**src/rtl/hnsn_pkg.sv**
```systemverilog
// Shared definitions for the spike-decoder character path: FSM state type, ASCII constants, default baud divisor.
// Latency: n/a (declarations only).
// Backpressure: n/a.
package hnsn_pkg;

    localparam int DEFAULT_CLKS_PER_BIT = 16;

    localparam logic [7:0] CHAR_SPACE   = 8'h20;
    localparam logic [7:0] CHAR_UNKNOWN = 8'h3F;

    // Serializer states; PARITY only exists when the parity build is selected.
    typedef enum logic [2:0] {
        ST_IDLE,
        ST_START,
        ST_DATA,
`ifdef CHAR_UART_TX_PARITY_EN
        ST_PARITY,
`endif
        ST_STOP
    } tx_state_e;

endpackage

```
**src/rtl/char_fifo.sv**
```systemverilog
// Character FIFO: power-of-2 depth, wrapping pointers, full/empty derived from the occupancy count.
// Latency: a push is visible in count at the same edge; head data is combinational from the read pointer.
// Backpressure: push while full is ignored unless a pop happens in the same cycle; pop while empty is ignored.
module char_fifo #(
    parameter int DEPTH = 8,
    parameter int WIDTH = 8
) (
    input  logic                     clk,
    input  logic                     rst_n,
    input  logic                     push,
    input  logic [WIDTH-1:0]         push_dat,
    input  logic                     pop,
    output logic [WIDTH-1:0]         pop_dat,
    output logic                     full,
    output logic                     empty,
    output logic [$clog2(DEPTH):0]   count
);

    localparam int AW = $clog2(DEPTH);
    localparam int CW = AW + 1;

    logic [WIDTH-1:0] mem_q [DEPTH];
    logic [AW-1:0]    wr_ptr_q;
    logic [AW-1:0]    rd_ptr_q;
    logic [CW-1:0]    count_q;
    logic [CW-1:0]    count_d;
    logic             wr_en;
    logic             rd_en;

    assign full    = (count_q == CW'(DEPTH));
    assign empty   = (count_q == '0);
    assign count   = count_q;
    assign pop_dat = mem_q[rd_ptr_q];

    // A write into a full FIFO is legal only when the head leaves at the same edge.
    assign rd_en = pop && !empty;
    assign wr_en = push && (!full || rd_en);

    // Occupancy changes only when exactly one of read/write happens.
    always_comb begin
        count_d = count_q;
        case ({wr_en, rd_en})
            2'b10:   count_d = count_q + CW'(1);
            2'b01:   count_d = count_q - CW'(1);
            default: count_d = count_q;
        endcase
    end

    // Storage array; contents are don't-care after reset because the pointers restart.
    always_ff @(posedge clk) begin
        if (wr_en) begin
            mem_q[wr_ptr_q] <= push_dat;
        end
    end

    // Pointers wrap naturally at the power-of-2 depth.
    always_ff @(posedge clk) begin
        if (!rst_n) begin
            wr_ptr_q <= '0;
            rd_ptr_q <= '0;
            count_q  <= '0;
        end else begin
            if (wr_en) wr_ptr_q <= wr_ptr_q + AW'(1);
            if (rd_en) rd_ptr_q <= rd_ptr_q + AW'(1);
            count_q <= count_d;
        end
    end

endmodule

```
**src/rtl/char_uart_tx.sv**
```systemverilog
// Queues decoded characters and serializes them as 8N1 UART frames (8E1 when CHAR_UART_TX_PARITY_EN is defined).
// Latency: start bit appears one clock after the push edge when idle and empty; one idle cycle between back-to-back frames.
// Backpressure: none upstream; a push into a full FIFO with no concurrent pop is dropped and sets the sticky overflow.
module char_uart_tx
    import hnsn_pkg::*;
#(
    parameter int CLKS_PER_BIT = DEFAULT_CLKS_PER_BIT,
    parameter int FIFO_DEPTH   = 8,
    parameter int CHANGE_ONLY  = 1
) (
    input  logic                          clk,
    input  logic                          rst_n,
    input  logic [7:0]                    char_in,
    input  logic                          char_valid,
    input  logic                          char_changed,
    input  logic                          ovf_clr,
    output logic                          uart_tx,
    output logic                          tx_busy,
    output logic [$clog2(FIFO_DEPTH):0]   fifo_count,
    output logic                          overflow
);

    localparam logic [15:0] BAUD_LAST = 16'(CLKS_PER_BIT - 1);

    tx_state_e   state_q;
    logic [7:0]  shreg_q;
    logic [15:0] baud_q;
    logic [2:0]  bit_q;
    logic        uart_tx_q;
    logic        tx_busy_q;
    logic        ovf_q;
    logic        ovf_d;
`ifdef CHAR_UART_TX_PARITY_EN
    logic        par_q;
`endif

    logic        push_req;
    logic        pop_req;
    logic        fifo_full;
    logic        fifo_empty;
    logic [7:0]  fifo_head;
    logic        drop;
    logic        bit_done;

    assign push_req = char_valid && ((CHANGE_ONLY != 0) ? char_changed : 1'b1);
    assign pop_req  = (state_q == ST_IDLE) && !fifo_empty;
    assign drop     = push_req && fifo_full && !pop_req;
    assign bit_done = (baud_q == BAUD_LAST);

    char_fifo #(
        .DEPTH (FIFO_DEPTH),
        .WIDTH (8)
    ) u_fifo (
        .clk      (clk),
        .rst_n    (rst_n),
        .push     (push_req),
        .push_dat (char_in),
        .pop      (pop_req),
        .pop_dat  (fifo_head),
        .full     (fifo_full),
        .empty    (fifo_empty),
        .count    (fifo_count)
    );

    // Sticky overflow: a drop in the same cycle as a clear keeps the flag set.
    always_comb begin
        ovf_d = ovf_q;
        if (drop)         ovf_d = 1'b1;
        else if (ovf_clr) ovf_d = 1'b0;
    end

    // Overflow flag register.
    always_ff @(posedge clk) begin
        if (!rst_n) ovf_q <= 1'b0;
        else        ovf_q <= ovf_d;
    end

    // Frame FSM: each state holds its bit for CLKS_PER_BIT cycles; line and busy are registered here.
    always_ff @(posedge clk) begin
        if (!rst_n) begin
            state_q   <= ST_IDLE;
            shreg_q   <= '0;
            baud_q    <= '0;
            bit_q     <= '0;
            uart_tx_q <= 1'b1;
            tx_busy_q <= 1'b0;
`ifdef CHAR_UART_TX_PARITY_EN
            par_q     <= 1'b0;
`endif
        end else begin
            case (state_q)
                ST_IDLE: begin
                    if (pop_req) begin
                        shreg_q   <= fifo_head;
`ifdef CHAR_UART_TX_PARITY_EN
                        par_q     <= ^fifo_head;
`endif
                        baud_q    <= '0;
                        uart_tx_q <= 1'b0;
                        tx_busy_q <= 1'b1;
                        state_q   <= ST_START;
                    end
                end
                ST_START: begin
                    if (bit_done) begin
                        baud_q    <= '0;
                        bit_q     <= '0;
                        uart_tx_q <= shreg_q[0];
                        state_q   <= ST_DATA;
                    end else begin
                        baud_q <= baud_q + 16'd1;
                    end
                end
                ST_DATA: begin
                    if (bit_done) begin
                        baud_q <= '0;
                        if (bit_q == 3'd7) begin
`ifdef CHAR_UART_TX_PARITY_EN
                            uart_tx_q <= par_q;
                            state_q   <= ST_PARITY;
`else
                            uart_tx_q <= 1'b1;
                            state_q   <= ST_STOP;
`endif
                        end else begin
                            bit_q     <= bit_q + 3'd1;
                            shreg_q   <= {1'b0, shreg_q[7:1]};
                            uart_tx_q <= shreg_q[1];
                        end
                    end else begin
                        baud_q <= baud_q + 16'd1;
                    end
                end
`ifdef CHAR_UART_TX_PARITY_EN
                ST_PARITY: begin
                    if (bit_done) begin
                        baud_q    <= '0;
                        uart_tx_q <= 1'b1;
                        state_q   <= ST_STOP;
                    end else begin
                        baud_q <= baud_q + 16'd1;
                    end
                end
`endif
                ST_STOP: begin
                    if (bit_done) begin
                        baud_q    <= '0;
                        tx_busy_q <= 1'b0;
                        state_q   <= ST_IDLE;
                    end else begin
                        baud_q <= baud_q + 16'd1;
                    end
                end
                default: begin
                    uart_tx_q <= 1'b1;
                    tx_busy_q <= 1'b0;
                    state_q   <= ST_IDLE;
                end
            endcase
        end
    end

    assign uart_tx  = uart_tx_q;
    assign tx_busy  = tx_busy_q;
    assign overflow = ovf_q;

endmodule
```
**config.mk**
```make
export PLATFORM = sky130hd
export DESIGN_NAME = char_uart_tx
export DESIGN_NICKNAME = d
export VERILOG_FILES = /design/src/rtl/hnsn_pkg.sv /design/src/rtl/char_fifo.sv /design/src/rtl/char_uart_tx.sv
export SDC_FILE = /design/constraint.sdc
export NUM_CORES = 1
export LEC_CHECK = 0
export ABC_AREA = 1
export CAP_MARGIN = 0
export CORE_UTILIZATION = 27
export DETAILED_ROUTE_END_ITERATION = 6
export PLACE_DENSITY = 0.45
export SYNTH_ARGS = -nofsm -noshare
export SYNTH_HDL_FRONTEND = slang
export SYNTH_SLANG_ARGS = --single-unit
```
**constraint.sdc**
```tcl
create_clock -name clk -period 4 [get_ports clk]
set_input_delay 0.6 -clock clk [delete_from_list [all_inputs] [get_ports clk]]
set_output_delay 0.6 -clock clk [all_outputs]
set_load 0.005 [all_outputs]
```
Word-level counts from Yosys, hierarchy flattened. Memory sizes are Yosys's and may differ from the RTL's. A register that Yosys moved wholly into a read port is not among the register bits. Index checks and enable logic that the tools add are counted.

$lt $le $gt $ge: 0. Multipliers: 0. Bitwise logic cells: 2. Shift operators: 0. Reductions and logical operators: 25. Equality and inequality tests: 14. Mux-type cells: 31. Div/mod/pow operators: 0. Add/sub/neg operators: 6.

Operator list (count): $mux W16 (2); $pmux W16 S2 (1); $mux W3 (9); $mux W8 (3); $add A16 B1 Y16 const B (1); $eq A16 B4 Y1 const B (1); $pmux W8 S2 (1); $ne A2 B2 Y1 const B (6); $pmux W3 S4 (1); $reduce_and A4 Y1 (3); $mux W1 (10); $reduce_bool A2 Y1 (5); $add A3 B1 Y3 const B (3); $pmux W4 S2 (1); $eq A3 B2 Y1 const B (2); $logic_and A1 B1 Y1 (6); $pmux W3 S2 (1); $reduce_and A5 Y1 (1); $add A4 B1 Y4 const B (1); $eq A4 B4 Y1 const B (1); $logic_not A4 Y1 (1); $pmux W1 S4 (1); $sub A4 B1 Y4 const B (1); $eq A3 B1 Y1 const B (1); other kinds (12) (15).

Latch bits: 0. Memories: 1. Register bits after elaboration: 43. Bits in read-only memories: 0. Input bits: 13. Bits in writable memories: 64.

Memory list: u_fifo.mem_q (depth 8, bits a word 8, rd ports 1, clocked after memory_dff 1, write ports 1, RTL line char_fifo.sv:22) `logic [WIDTH-1:0] mem_q [DEPTH];`.

Logic depth before layout (Yosys ltp). Gate-level depths: netlist of the first run.

Word-level depth: 8. Depth in mapped cells: 12.

Modules after synthesis. Synthesis of the first run repeated with hierarchy kept, for this count alone.

Cells, all modules: 561. Area, all modules: 5098.6 µm².

Modules (own cells, without submodules): char_fifo (seq. area each 2182.1 µm², times used 1, cells an instance 278, area each 3226.8 µm²); char_uart_tx (seq. area each 640.6 µm², times used 1, cells an instance 283, area each 1871.8 µm²).

Worst setup path before layout of the first run. OpenSTA, ideal clock, no wires.

Kind: reg-to-reg. From: register state_q[0]. To: memory u_fifo.mem_q[0][0] (enable). Period minus slack after synthesis: 1.924 ns. Stages on the path, launching flop included: 9. Path slack: 2.076 ns. Arrival: 1.553 ns. Cell sequence: dfxtp_1 > inv_1 > ha_1 > inv_2 > nand4_2 > nand2_2 > inv_2 > nand2_1 > nor2_1.

Word-level cells in the longest chain between the ends: 7.

RTL lines: start: declaration (RTL line char_uart_tx.sv:25) `tx_state_e state_q;`; start signal: assignment (RTL line char_uart_tx.sv:81) `state_q <= ST_IDLE;`; start signal: assignment (RTL line char_uart_tx.sv:101) `state_q <= ST_START;`; start signal: assignment (RTL line char_uart_tx.sv:109) `state_q <= ST_DATA;`; $logic_not A3 Y1 (RTL line char_uart_tx.sv:46) `assign pop_req = (state_q == ST_IDLE) && !fifo_empty;`; $logic_and A1 B1 Y1 (RTL line char_uart_tx.sv:46); $logic_and A1 B1 Y1 (RTL line char_fifo.sv:36) `assign rd_en = pop && !empty;`; $logic_or A1 B1 Y1 (RTL line char_fifo.sv:37) `assign wr_en = push && (!full || rd_en);`; $logic_and A1 B1 Y1 (RTL line char_fifo.sv:37); $mux W1 (RTL line char_fifo.sv:51) `if (wr_en) begin`; $mux W1 (implied by the code) (RTL line char_fifo.sv:52) `mem_q[wr_ptr_q] <= push_dat;`; end: declaration (RTL line char_fifo.sv:22).

Every way passes these cells.

Final worst setup path of the first run.
From: register state_q[0]. To: memory u_fifo.mem_q[0][4] (enable).

Same word-level chain as after synthesis.

==> results.toml, run 1 <==
[run_status]
status = "completed"

[clock_tree]
cts_resized = 0
cts_buffer_depth = 2
cts.sinks = 109
clkLatencyLatePin_ns = 0.36
hold_buffers = 0
htreeDepth = 3
cts_tree = "done"
cts.clk_slew.worst_paths_ns = 0.08
postCtsSetupBuffers = 0
cts_root_buf = "clkbuf_16"
numCtsBuffers = 9

[placed_design]
dp_slack_ns = 1.33
detailed_place_hpwl_microns = 8030
dp.cells = 742
place.gp.congestion = 0.859
port_buffers = 19
placed_cell_area_sq_mm = 0.00531

[worst_hold_path]
hp-class = "reg2reg"
worstHoldStart = "bit_q[2]$_SDFFE_PN0P_"
hold_path_end = "bit_q[2]$_SDFFE_PN0P_"
whs_path_depth = 2

[floorplanning]
core_sq_mm = 0.0175
dieArea_sq_mm = 0.0188
boundaryPins = 20
die_h_microns = 137
dieWidth_microns = 137
rows = 48
start_util_pct = 28.0

[sta]
fmax_mhz = 424
finalSetupTns_ns = 0
hold_viol = 0
rsz0062_at_grt = "false"
maxSlewViolCount = 0
period_needed_ns = 2.36
period_share_pct = 58.9
clock-skew-final_ns = 0.0169
finalSetupViolations = 0
layout_setup_ws_ns = 1.64
slew_headroom_pct = 41.4
worst_pin_slew_ns = 0.878

[yosys]
yosysUniqueCellTypes = 39
synth_ff_type = "edfxtp_1"
synthTopCellsByCount = "71 x nor2_1, 64 x edfxtp_1, 57 x o21ai_0"
syn-num-nets = 537
async_flop_share_pct = 0
syn_area_per_cell_sq_um = 9.57
synth_cells = 514
synth_enable_flop_cells = 64
yosys.area.top_type = "edfxtp_1"
synth.most_common_cell = "nor2_1"
netlist_area_sq_mm = 0.00492
netlist.area_leader.share_pct = 39.1
synth_seq_cells = 109
ys_seq_area_share_pct = 57.4
ys_warn_count = 0
synthTopCellsByArea = "edfxtp_1 39%, dfxtp_1 18%, o21ai_0 5.8%, nor2_1 5.4%, nand2_1 4.2%"

[route]
first_pass_iters = 4
route.vias.total = 3545
drt-initial-drc-count = 188
post_drt_via_cell_ratio = 4.68
antenna_violating_nets_post_route = 0
drc = 0
wl_per_cell_microns = 15.1
routed_wl_microns = 11400

[setup_path]
startpoint = "state_q[0]$_SDFFE_PN0P_"
cp_max_fo = 8
worstPathRequired_ns = 4.00
startpoint_type = "flip-flop"
r2r_slack_ns = 1.64
r2r_end = "u_fifo.mem_q[0][4]$_DFFE_PP_"
r2r_start = "state_q[0]$_SDFFE_PN0P_"
criticalPathCategory = "reg2reg"
arrival_ns = 2.35
reg2regPathDepth = 8
end_kind = "flip-flop"

[pwr]
p_per_area_mw_per_mm2 = 605
power_leakage_nw = 1.99
vdd_drop_max_mv = 0.266

[layout]
antenna_cells = 0
instances_no_fill = 758
fin_nets = 551
drive_gt1_share_pct = 11.4
syn2layout_area_growth_pct = 14.5
final_area_sq_mm = 0.00563

[grt]
antenna_found_initial = 0
gr-total-overflow = 0
grt_pass1_vias = 3462
grt_max_degree = 33
track_usage_pct = 13.2
grt_pass1_wl_microns = 18600

[flow_run]
drv_cap = 0
[kinds of logic after synthesis]
logic type	Yosys count	synth area share [%]
DFF	109	57.4
AOI/OAI and AO/OA	135	15.1
and+or+nand+nor	185	18.3
adders and majority gates	10	2.54
xor gates and xnor gates	3	0.534
buffers and inverters	72	6.18
[state kept, by name (all words and copies together) (netlist names), named ones only]
| register | count |
|---|---|
| shreg_q | 8 |
| state_q | 2 |
| u_fifo.count | 4 |
| u_fifo.mem_q | 64 |
| u_fifo.rd_ptr_q | 3 |
| bit_q | 3 |
| tx_busy | 1 |
| baud_q | 16 |
| overflow | 1 |
| u_fifo.wr_ptr_q | 3 |
| uart_tx | 1 |
[routing by layer]
layer  vias to the layer above  part of all wire, %  GRT usage, %
met2                        53                   46          20.3
met3                        13                  3.0          2.85
met1                      1677                   49          18.1
met4                         0                  1.8          4.82
met5                         -                    0             0
li1                       1802                    -             -
[per-stage QoR]
stage	power, mW	util (%)	hold WS (ns)
6_report	3.41	32.1	0.469
5_1_grt	3.64	32.1	0.489
4_1_cts	3.45	32.1	0.467
3_5_place_dp	2.49	30.3	0.453
3_3_place_gp	2.48	30.3	0.444
2_1_floorplan	2.20	-	0.434
[cell type report]
| class | count | area [sq um] |
|---|---|---|
| clock buffer | 9 | 225 |
| clock inverter | 7 | 98.8 |
| fill | 1848 | 11900 |
| inverter | 54 | 205 |
| multi-input combinational | 333 | 1790 |
| sequential | 109 | 2820 |
| tap | 225 | 282 |
| timing repair buffer | 21 | 205 |
[placed cells by master (no fill, tap or decap), drive strengths merged]
cell type / n
a211oi: 5
a21oi: 38
and3: 1
buf: 2
clkbuf: 9
clkdlybuf4s50: 19
clkinv: 2
dfxtp: 45
edfxtp: 64
ha: 10
inv: 59
nand2: 64
nand3: 18
nand3b: 2
nand4: 8
nor2: 80
nor3: 4
o2111ai: 1
o211ai: 7
o21ai: 71
o21bai: 1
o221ai: 3
o22ai: 9
or2: 8
xor2: 3
[worst max-delay path by stage]
stage	endpoint	slack, ns	depth (start not counted)
after global placement	u_fifo.mem_q[0][6]$_DFFE_PP_	1.38	7
after global routing	u_fifo.mem_q[6][7]$_DFFE_PP_	1.42	8
final	u_fifo.mem_q[0][4]$_DFFE_PP_	1.64	8
after CTS	u_fifo.mem_q[4][4]$_DFFE_PP_	1.62	8
after detailed placement	u_fifo.mem_q[2][0]$_DFFE_PP_	1.33	7
after floorplan	u_fifo.mem_q[0][0]$_DFFE_PP_	2.08	8
[report_power, final]
| part | switching, mW | internal, mW | total [mW] |
|---|---|---|---|
| combinational | 0.705 | 0.371 | 1.08 |
| clock | 0.491 | 0.464 | 0.955 |
| sequential | 0.0924 | 1.28 | 1.38 |
[critical path: stages (launching register included)]
cell and delay (ns):
dfxtp_1 0.34, inv_1 0.10, ha_1 0.34, inv_2 0.14
nand4_2 0.13, nand2_2 0.09, inv_2 0.10, nand2_1 0.19
nor2_1 0.57
No activity file was read; power rests on OpenSTA's default activity.
==> inputs of run 2 (changes only) <==
==> constraint.sdc (replaced) <==
create_clock -name clk -period 2.2 [get_ports clk]
set_input_delay 0.33 -clock clk [delete_from_list [all_inputs] [get_ports clk]]
set_output_delay 0.33 -clock clk [all_outputs]
set_load 0.005 [all_outputs]
==> results.toml, run 2 (same netlist as run 1, synthesis figures left out) <==
[run_status]
status = "completed"

[setup_path]
cp_slowest_cell = "dfxtp_1"
reg2regPathDepth = 9
end_kind = "flip-flop"
max_stage_delay_ns = 0.33
r2r_slack_ns = 0.27
crit_family = "simple AND/OR/NAND/NOR gates"
cp_common_cell = "inv_2"
worstPathRequired_ns = 2.27
r2r_end = "u_fifo.mem_q[6][4]$_DFFE_PP_"
criticalPathCategory = "reg2reg"
crit_chain = "inv_1, ha_2, inv_2, nand4_2, nand2_2, inv_2, nand2_1, nor2_1, buf_4"
arrival_ns = 2.00
cp_max_fo = 8
critPathBufInv = 4
startpoint_type = "flip-flop"
r2r_start = "state_q[1]$_SDFFE_PN0P_"

[route]
route.vias.total = 3587
first_pass_iters = 4
wl_per_cell_microns = 14.8
drt-initial-drc-count = 195
antenna_violating_nets_post_route = 0
routed_wl_microns = 11500
post_drt_via_cell_ratio = 4.64
drc = 0

[sta]
worst_pin_slew_ns = 0.865
fmax_mhz = 517
slew_headroom_pct = 42.3
clock-skew-final_ns = 0.00971
period_share_pct = 87.9
period_needed_ns = 1.93
finalSetupViolations = 0
maxSlewViolCount = 0
hold_viol = 0
rsz0062_at_grt = "false"
finalSetupTns_ns = 0

[grt]
track_usage_pct = 13.4
globalRouteMet2Util_pct = 21.2
use_met1_pct = 17.5
antenna_found_initial = 0
grt_max_degree = 23
met3_usage_pct = 2.93
grt_pass1_vias = 3491
top_usage_layer = "met2"
gr-total-overflow = 0
grt_pass1_wl_microns = 18700

[floorplanning]
boundaryPins = 20
dieWidth_microns = 137
dieArea_sq_mm = 0.0188
core_sq_mm = 0.0175
start_util_pct = 28.0
rows = 48
die_h_microns = 137

[pwr]
power_mw = 6.20
power_leakage_nw = 2.06
p_per_area_mw_per_mm2 = 1080
vdd_drop_max_mv = 0.401

[layout]
antenna_cells = 0
syn2layout_area_growth_pct = 16.4
largest_register_ffs = 64
drive_gt1_share_pct = 14.1
final_cell_mix = "71 x nor2_1, 64 x edfxtp_1, 57 x o21ai_0"
reg.largest.list = "u_fifo.mem_q x64, baud_q x16, shreg_q x8"
fin_nets = 566
layout_commonest_cell = "nor2_1"
multi_input_area_sq_mm = 0.00179
n_fill_cell = 1807
seq_area_sq_mm = 0.00282
regMostFlops = "u_fifo.mem_q"

[clock_tree]
clkLatencyLatePin_ns = 0.36
cts.clk_slew.worst_paths_ns = 0.08
cts.sinks = 109
cts_root_buf = "clkbuf_16"
cts_tree = "done"
htreeDepth = 3
numCtsBuffers = 9
cts_buffer_depth = 2
hold_buffers = 0

[worst_hold_path]
hp-class = "reg2reg"
worstHoldStart = "bit_q[2]$_SDFFE_PN0P_"
hold_path_end = "bit_q[2]$_SDFFE_PN0P_"
whs_path_depth = 2

[placed_design]
detailed_place_hpwl_microns = 8120
port_buffers = 19
place.gp.congestion = 0.851

[flow_run]
drv_cap = 0
## run 2: cell count changes in the layout (fill, tap and decap cells not counted)
cell | before | now
inv_12 | 2 | 1
inv_8 | 3 | 4
clkinv_8 | 2 | 0
ha_1 | 10 | 9
ha_2 | 0 | 1
buf_4 | 2 | 17
clkinv_4 | 0 | 2
## run 2: what timing repair did
item                                    4_1_cts  5_1_grt
resized for setup                             0        1
endpoints found under the setup margin        0       32
buffers inserted                              0        0
## run 2: area by class of cell
| cell class | instances | share of cell area, % |
|---|---|---|
| sequential | 109 | 49.3 |
| multi-input combinational | 333 | 31.3 |
| clock inverter | 7 | 1.38 |
| inverter | 54 | 3.58 |
| clock buffer | 9 | 3.93 |
| timing repair buffer | 36 | 5.55 |
| tap | 225 | 4.92 |
## run 2: stage by stage
step,util (%),instances,hold WS [ns],cell area [sq um],setup slack (ns)
after floorplan,-,514,0.429,4920,0.276
after global placement,30.9,757,0.444,5420,0.113
after detailed placement,30.9,757,0.448,5420,0.0852
after CTS,32.6,773,0.462,5720,0.138
after global routing,32.6,773,0.480,5730,0.0680
final,32.6,773,0.462,5730,0.267
## run 2: per-layer routing
layer,vias to the layer above,routed length [microns],part of all wire [%]
li1,1825,-,-
met1,1676,5470,48
met2,67,5350,47
met3,19,378,3.3
met4,0,279,2.4
met5,-,0,0
## run 2: worst min-delay path, cell delays in order, from the launching register on
cell      delay, ns
dfxtp_1        0.32
inv_1          0.05
a211oi_1       0.05
## run 2: report_power, final
| part | switching, mW | internal (mW) | total (mW) | leakage (nW) |
|---|---|---|---|---|
| logic | 1.30 | 0.738 | 2.04 | 0.963 |
| clock network | 0.849 | 0.821 | 1.67 | 0.151 |
| registers | 0.153 | 2.34 | 2.49 | 0.946 |
## run 2: worst max path at each step
stage / startpoint / to / slack (ns) / cells past startpoint
floorplan: state_q[0]$_SDFFE_PN0P_ / u_fifo.mem_q[0][0]$_DFFE_PP_ / 0.28 / 8
global placement: char_valid / u_fifo.count[2]$_SDFFE_PN0P_ / 0.11 / 11
detailed placement: char_valid / u_fifo.count[2]$_SDFFE_PN0P_ / 0.09 / 11
CTS: state_q[1]$_SDFFE_PN0P_ / u_fifo.mem_q[6][4]$_DFFE_PP_ / 0.14 / 9
global route: state_q[1]$_SDFFE_PN0P_ / u_fifo.mem_q[4][2]$_DFFE_PP_ / 0.07 / 9
finish: state_q[1]$_SDFFE_PN0P_ / u_fifo.mem_q[6][4]$_DFFE_PP_ / 0.27 / 9
